[config.mk]
export PLATFORM = sky130hd
export DESIGN_NAME = pulse_train_gen
export DESIGN_NICKNAME = d
export VERILOG_FILES = /design/src/rtl/pulse_train_gen.sv
export SDC_FILE = /design/constraint.sdc
export NUM_CORES = 2
export LEC_CHECK = 0
export CAP_MARGIN = 20
export CORE_ASPECT_RATIO = 1.75
export CORE_MARGIN = 5
export CORE_UTILIZATION = 60
export CTS_BUF_LIST = sky130_fd_sc_hd__clkbuf_4
export DETAILED_ROUTE_END_ITERATION = 10
export GPL_ROUTABILITY_DRIVEN = 0
export PLACE_DENSITY_LB_ADDON = 0.3
export SLEW_MARGIN = 25
export SYNTH_ARGS = -nofsm -noshare
export SYNTH_HDL_FRONTEND = slang
export SYNTH_SLANG_ARGS = --single-unit
[constraint.sdc]
create_clock -name clk -period 30.1 [get_ports clk]
set_input_delay 3.01 -clock clk [delete_from_list [all_inputs] [get_ports clk]]
set_output_delay 3.01 -clock clk [all_outputs]
set_load 0.03 [all_outputs]
[src/rtl/pulse_train_gen.sv]
// ---------------------------------------------------------------------------
// pulse_train_gen
//   NCH independent pulse-train channels. A start strobe captures the
//   channel's timing fields into shadow registers, waits `delay` cycles, then
//   emits pulses `width` cycles high out of every `period` cycles. Bursts of
//   `count` periods end with a one-cycle done strobe. A count of 0 runs until
//   stop or rst.
//
// Ports
//   clk     system clock, all logic on posedge
//   rst     asynchronous active-high reset
//   start   [NCH]      per-channel start strobe (ignored while busy)
//   stop    [NCH]      per-channel abort strobe (wins over start)
//   period  [NCH*CW]   period in cycles, channel i at [i*CW +: CW] (0 -> 1)
//   width   [NCH*CW]   high time in cycles
//   delay   [NCH*CW]   cycles from start to first rising edge
//   count   [NCH*16]   periods per burst, 0 = continuous
//   pulse   [NCH]      registered pulse outputs
//   busy    [NCH]      channel in DELAY or RUN
//   done    [NCH]      one-cycle strobe during the last cycle of a finite burst
// ---------------------------------------------------------------------------
module pulse_train_gen #(
  parameter int NCH = 4,
  parameter int CW  = 32
) (
  input  logic              clk,
  input  logic              rst,
  input  logic [NCH-1:0]    start,
  input  logic [NCH-1:0]    stop,
  input  logic [NCH*CW-1:0] period,
  input  logic [NCH*CW-1:0] width,
  input  logic [NCH*CW-1:0] delay,
  input  logic [NCH*16-1:0] count,
  output logic [NCH-1:0]    pulse,
  output logic [NCH-1:0]    busy,
  output logic [NCH-1:0]    done
);

  typedef enum logic [1:0] {S_IDLE, S_DELAY, S_RUN} state_t;

  // Pulse counter must hold any 16-bit count value even when CW is narrow.
  localparam int NW = (CW > 16) ? CW : 16;

  for (genvar i = 0; i < NCH; i++) begin : g_ch
    state_t          state;
    logic [CW-1:0]   sh_p, sh_w, sh_d;
    logic [15:0]     sh_n;
    logic [CW-1:0]   phase, dcnt;
    logic [NW-1:0]   pcnt;
    logic            pulse_q, busy_q, done_q;

    logic [CW-1:0]   in_p, in_w, in_d, p_eff, phase_nx;
    logic [15:0]     in_n;
    logic            wrap, final_period, next_is_final;

    assign in_p  = period[i*CW +: CW];
    assign in_w  = width[i*CW +: CW];
    assign in_d  = delay[i*CW +: CW];
    assign in_n  = count[i*16 +: 16];
    assign p_eff = (in_p == '0) ? CW'(1) : in_p;

    assign phase_nx = phase + CW'(1);
    // sh_p is latched as >= 1, so sh_p - 1 never underflows.
    assign wrap          = (phase >= sh_p - CW'(1));
    // pcnt counts completed periods; the burst is in its final period when
    // pcnt == N-1, and the next period will be final when pcnt == N-2.
    assign final_period  = (sh_n != 16'd0) && (pcnt == NW'(sh_n) - NW'(1));
    assign next_is_final = (sh_n != 16'd0) && (pcnt + NW'(2) == NW'(sh_n));

    // NOTE: sequential state uses non-blocking assignments and an async reset
    // in the sensitivity list so outputs drop the moment rst rises.
    always_ff @(posedge clk or posedge rst) begin
      if (rst) begin
        state   <= S_IDLE;
        sh_p    <= '0;
        sh_w    <= '0;
        sh_d    <= '0;
        sh_n    <= '0;
        phase   <= '0;
        dcnt    <= '0;
        pcnt    <= '0;
        pulse_q <= 1'b0;
        busy_q  <= 1'b0;
        done_q  <= 1'b0;
      end else if (state != S_IDLE && stop[i]) begin
        // Abort: no done strobe.
        state   <= S_IDLE;
        pulse_q <= 1'b0;
        busy_q  <= 1'b0;
        done_q  <= 1'b0;
      end else begin
        case (state)
          S_IDLE: begin
            pulse_q <= 1'b0;
            busy_q  <= 1'b0;
            done_q  <= 1'b0;
            // Stop in the same cycle as start cancels it.
            if (start[i] && !stop[i]) begin
              sh_p   <= p_eff;
              sh_w   <= in_w;
              sh_d   <= in_d;
              sh_n   <= in_n;
              phase  <= '0;
              dcnt   <= '0;
              pcnt   <= '0;
              busy_q <= 1'b1;
              if (in_d != '0) begin
                state <= S_DELAY;
              end else begin
                state   <= S_RUN;
                pulse_q <= (in_w != '0);
                done_q  <= (in_n == 16'd1) && (p_eff == CW'(1));
              end
            end
          end

          S_DELAY: begin
            if (dcnt >= sh_d - CW'(1)) begin
              state   <= S_RUN;
              phase   <= '0;
              pulse_q <= (sh_w != '0);
              done_q  <= (sh_n == 16'd1) && (sh_p == CW'(1));
            end else begin
              dcnt <= dcnt + CW'(1);
            end
          end

          S_RUN: begin
            if (wrap) begin
              if (final_period) begin
                state   <= S_IDLE;
                pulse_q <= 1'b0;
                busy_q  <= 1'b0;
                done_q  <= 1'b0;
              end else begin
                pcnt    <= pcnt + NW'(1);
                phase   <= '0;
                pulse_q <= (sh_w != '0);
                done_q  <= next_is_final && (sh_p == CW'(1));
              end
            end else begin
              phase   <= phase_nx;
              pulse_q <= (phase_nx < sh_w);
              // done is registered, so raise it on entry to the last cycle.
              done_q  <= final_period && (phase_nx == sh_p - CW'(1));
            end
          end

          default: begin
            state   <= S_IDLE;
            pulse_q <= 1'b0;
            busy_q  <= 1'b0;
            done_q  <= 1'b0;
          end
        endcase
      end
    end

    assign pulse[i] = pulse_q;
    assign busy[i]  = busy_q;
    assign done[i]  = done_q;
  end

endmodule

**After elaboration in Yosys (flattened, before gate mapping)**

Cells that the tools add are included.

- Register bits after elaboration: 852
- Input port bits: 458
- Word-level logic and storage cells: 416

- Add/sub/neg operators: 28
- Magnitude comparators: 12
- Eq/ne operators: 80
- Muxes and demuxes: 148
- Bitwise operators: 4
- Reduce and logical (&&, ||, !) cells: 100

Operators by type and width:

| cell | number |
|---|---|
| two-way mux 32 bit | 32 |
| case mux 32 bit (2 select lines) | 8 |
| adder 32 x 1 -> 32 bit (second input constant) | 12 |
| case mux 32 bit (3 select lines) | 4 |
| nonzero test 32 bit | 12 |
| equality test 32 x 1 -> 1 bit (second input constant) | 8 |
| equality test 32 bit | 8 |
| greater-or-equal comparator 32 bit | 8 |
| subtractor 32 x 1 -> 32 bit (second input constant) | 8 |
| adder 32 x 2 -> 32 bit (second input constant) | 4 |
| equality test 16 x 1 -> 1 bit (second input constant) | 8 |
| equality test 32 x 16 -> 1 bit | 4 |
| logical NOT 32 bit | 4 |
| < comparator 32 bit | 4 |
| subtractor 16 x 1 -> 17 bit (second input constant) | 4 |
| two-way mux 1 bit | 64 |
| nonzero test 16 bit | 4 |
| inequality test 3 bit (second input constant) | 20 |
| two-way mux 2 bit | 24 |
| inequality test 2 bit (second input constant) | 24 |
| AND reduction 5 bit | 8 |
| case mux 1 bit (3 select lines) | 12 |
| logical AND 1 bit | 32 |
| AND reduction 4 bit | 8 |
| other kinds (9) | 48 |

**Logic depth before layout (Yosys ltp)**

- Depth after elaboration: 8
- Gate-level depth with buffers: 23
- Depth with buffers taken out: 21

**Worst setup path before layout**

OpenSTA, ideal clock, no wires.

- Path type: input -> register
- Start point: input port stop[0]
- End point: register g_ch[0].dcnt[22]
- Arrival time: 5.311 ns
- Setup slack: 24.657 ns
- Stages on the path: 11
- Path buffers: 1
- Path through: clkbuf_1 > inv_1 > nand2_1 > nor3_1 > nor2_1 > nor2_1 > nor4b_1 > o21ai_0 > or4_1 > xor2_1 > nor2_1

- Word-level cells in the longest chain between the ends: 4
- Elaborated cells on any way between the ends: 6
- Classes of those cells: eq/ne: 1; bitwise: 1; reduce/logical: 4

RTL lines:

| what | RTL line | source |
|---|---|---|
| start: declaration | 29 | `input logic [NCH-1:0] stop,` |
| logical NOT 1 bit | 98 | `if (start[i] && !stop[i]) begin` |
| logical AND 1 bit | 98 |  |
| inequality test 2 bit (no source line) | - |  |
| AND reduction 4 bit (no source line) * | - |  |
| end signal: assignment | 124 | `dcnt <= dcnt + CW'(1);` |
| end: declaration | 48 | `logic [CW-1:0] phase, dcnt;` |

Every way passes the cells marked *; elsewhere a longest branch is shown, timed or not.
A chain may end at the register's enable or synchronous reset.

**Worst setup path in the final report**

- Start point: register g_ch[1].sh_p[5]
- End point: register g_ch[1].pcnt[23]

- Word-level cells in the longest chain between the ends: 4

RTL lines:

| what | RTL line | source |
|---|---|---|
| start: declaration | 46 | `logic [CW-1:0] sh_p, sh_w, sh_d;` |
| start signal: assignment | 99 | `sh_p <= p_eff;` |
| subtractor 32 x 1 -> 32 bit | 64 | `assign wrap = (phase >= sh_p - CW'(1));` |
| greater-or-equal comparator 32 bit | 64 |  |
| inequality test 2 bit (no source line) | - |  |
| AND reduction 5 bit (no source line) | - |  |
| end signal: assignment | 136 | `pcnt <= pcnt + NW'(1);` |
| end: declaration | 49 | `logic [NW-1:0] pcnt;` |

No other way between the ends.

==> results.yml <==
outcome:
  status: "complete, no violations"
floorplan:
  die_area_sq_um: 105000
  start_util_pct: 60.1
  die_h_um: 424
  die_w_um: 247
  rows: 152
  ios: 470
  coreArea_sq_um: 97800
detailed_routing:
  antenna_left: 0
  vias: 54600
  drc: 0
  dr.pass1.iters: 8
  vias_per_cell: 6.12
  wl_per_cell_um: 19.4
  drt_wl_total_um: 173000
  drtIter0Drc: 4069
cts:
  clk_pin_slew_ns: 0.07
  cts_tree: "done"
  postCtsSetupRepairBufs: 0
  cts_root_buf: "clkbuf_4"
  cts.sinks: 852
  cts_buffers: 200
  ctsHtreeMaxLevel: 4
  insertion_delay_ns: 1.22
  clk_path_buf_depth: 3
  cts_resized: 0
  hold_buffers: 0
critical_path:
  path_buf_inv: 2
  cp_top_family: "simple AND/OR/NAND/NOR gates"
  crit_required_ns: 31.18
  critical_path_class: "reg2reg"
  max_stage_delay_ns: 0.63
  reg2reg_from: "g_ch[1].sh_p[5]"
  cp-end-kind: "flip-flop"
  crit_path_frequent_cell: "buf_4"
  worstPathCellList: "or4_1, or4b_4, or4_4, or2_1, nor3_2, xnor2_1, ha_1, nand4_1, nor2_1, nor4b_1, nand2_1, o311ai_0, buf_4, o31a_1, o21a_1, buf_4, nand3_1, or3_1, a21oi_1"
  reg2reg_slack_ns: 23.96
  critPathSlowestCell: "or4_1"
  reg2reg_depth: 19
  critPathMaxFanout: 33
  startpoint_type: "flip-flop"
  critPathArrivalTime_ns: 7.22
  r2r_end: "g_ch[1].pcnt[23]"
cells_and_area:
  nNetsFinal: 8314
  fillers: 8018
  layoutNonFillerInstCount: 8926
  area_growth_pct: 13.8
  drive_gt1_share_pct: 5.69
global_route:
  grt_pass1_vias: 55000
  grt_start_max_net_pins: 214
  grt_overflow: 0
  antenna_found_initial: 8
  grt_pass1_wl_um: 277000
  gr-usage-all-layers_pct: 32.4
yosys:
  synth.cell_area_sq_um: 58800
  yosysMostFrequentCell: "nand2_1"
  synth_top_flop_cell: "dfrtp_1"
  synth-edff-count: 0
  synth_top_cells_by_count: "1301 x nand2_1, 852 x dfrtp_1, 529 x nor2_1"
  synth_warnings: 0
  synth-seq-cells: 852
  async_flop_share_pct: 100
  synth_area_leader_cell: "dfrtp_1"
  ys_top_cells_by_area: "dfrtp_1 36%, ha_1 8.9%, nand2_1 8.3%"
  ys_seq_area_share_pct: 36.3
  synth_top_area_share_pct: 36.3
  avgSynthCellArea_sq_um: 8.32
  yosys.cell_types.count: 86
  syn_inst: 7064
  syn_nets: 7942
job:
  maxCapViolations: 0
sta:
  fin_crit_sh_pct: 20.4
  slew_violations: 0
  rsz0062_at_grt: "false"
  setup_violations: 0
  layout_min_cycle_time_ns: 6.14
  finalHoldViolations: 0
  worstMarginPinSlew_ns: 1.08
  tns_ns: 0
  maxSlewHeadroom_pct: 27.7
  fin_skew_ns: 0.0727
  max_freq_ghz: 0.163
min_path:
  min_from: "g_ch[0].sh_d[31]"
  min_path_cells: 2
  hold_end: "g_ch[0].sh_d[31]"
  min_path_type: "reg2reg"
place:
  dpl.cell_count: 8543
  dp_hpwl_um: 131000
  port_buffers: 469
power:
  pwr_density_cell_nw_per_um2: 59.6
  power.leakage_nw: 30.2
  ir_drop_mv: 0.0622
cells in the final DEF (no fill, tap or decap), types with 34 or more instances in the layout:
cell type / n
and3_1: 88
a21o_1: 107
inv_1: 320
nand2_1: 1300
or3_1: 83
a31oi_1: 44
clkdlybuf4s50_1: 469
nor2b_1: 34
nor4_1: 282
nor3_1: 232
a22o_1: 77
buf_4: 35
nor2_1: 527
nand3_1: 220
ha_1: 420
xor2_1: 324
o21ai_0: 340
a21oi_1: 175
clkbuf_4: 276
or4_1: 49
clkinv_1: 53
xnor2_1: 497
nand2b_1: 37
dfrtp_1: 852
nand4_1: 240
logic make-up after synthesis:
group	share of synthesized area (%)
simple gates	26.8
compound gates	10.8
flops	36.3
xor+xnor	12.3
buf+inv	4.32
fa+ha+maj	8.99
mux	0.568
power breakdown:
group | internal (mW) | switching (mW)
registers | 1.36 | 0.284
logic | 0.574 | 0.777
clock network | 0.480 | 0.505
total | 2.42 | 1.57
worst register-to-register path: cells and delay by family (launching register included):
family,cells,cell delay [ns]
and+or+nand+nor,11,3.81
AOI/OAI and AO/OA,4,0.80
buffers and inverters,2,0.52
DFF,1,0.43
adders and majority gates,1,0.34
xor gates and xnor gates,1,0.17
per-stage QoR:
| step | hold slack, ns | setup slack [ns] | power [mW] | util (%) | area (sq um) |
|---|---|---|---|---|---|
| 2_1_floorplan | 0.444 | 3.15 | 2.56 | - | 58800 |
| 5_1_grt | 0.531 | 23.58 | 4.25 | 68.4 | 66900 |
| 3_5_place_dp | 0.484 | 23.30 | 2.99 | 65.7 | 64200 |
| 3_3_place_gp | 0.480 | 23.34 | 2.92 | 65.7 | 64200 |
| 4_1_cts | 0.501 | 24.03 | 3.99 | 68.3 | 66800 |
| 6_report | 0.501 | 23.96 | 3.99 | 68.4 | 66900 |
worst max path at each step:
| stage | start | endpoint | slack [ns] | depth (start not counted) |
|---|---|---|---|---|
| floorplan | rst | g_ch[0].busy_q | 3.15 | 1 |
| global placement | rst | g_ch[3].sh_w[12] | 23.34 | 5 |
| detailed placement | rst | g_ch[3].sh_p[14] | 23.30 | 5 |
| CTS | g_ch[1].sh_p[5] | g_ch[1].phase[2] | 24.03 | 17 |
| global route | g_ch[1].sh_p[5] | g_ch[1].pcnt[23] | 23.58 | 19 |
| finish | g_ch[1].sh_p[5] | g_ch[1].pcnt[23] | 23.96 | 19 |
flip-flops by register name, summed over array words and instances (netlist names):
register      count
g_ch.dcnt       128
g_ch.pcnt       128
g_ch.phase      128
g_ch.sh_d       128
g_ch.sh_p       128
g_ch.sh_w       128
g_ch.sh_n        64
g_ch.state        8
g_ch.busy_q       4
g_ch.done_q       4
g_ch.pulse_q      4
per-layer routing:
layer	global-route usage (%)	vias up	wire length, um
li1	-	25600	-
met5	0	-	13
met3	6.24	772	11200
met2	56.6	2180	86500
met1	35.6	26100	62700
met4	21.2	2	12800
final cells by class:
type	count	area (sq um)	area share [%]
diodes	20	50.0	0.0748
repair buffers	509	5040	7.54
well taps	1309	1640	2.45
inverters	321	1210	1.81
clock buffers	276	2070	3.10
multi-input cells	5552	35000	52.3
clock inverters	87	547	0.818
flip-flops and latches	852	21300	31.9
(Power assumes the default switching activity.)
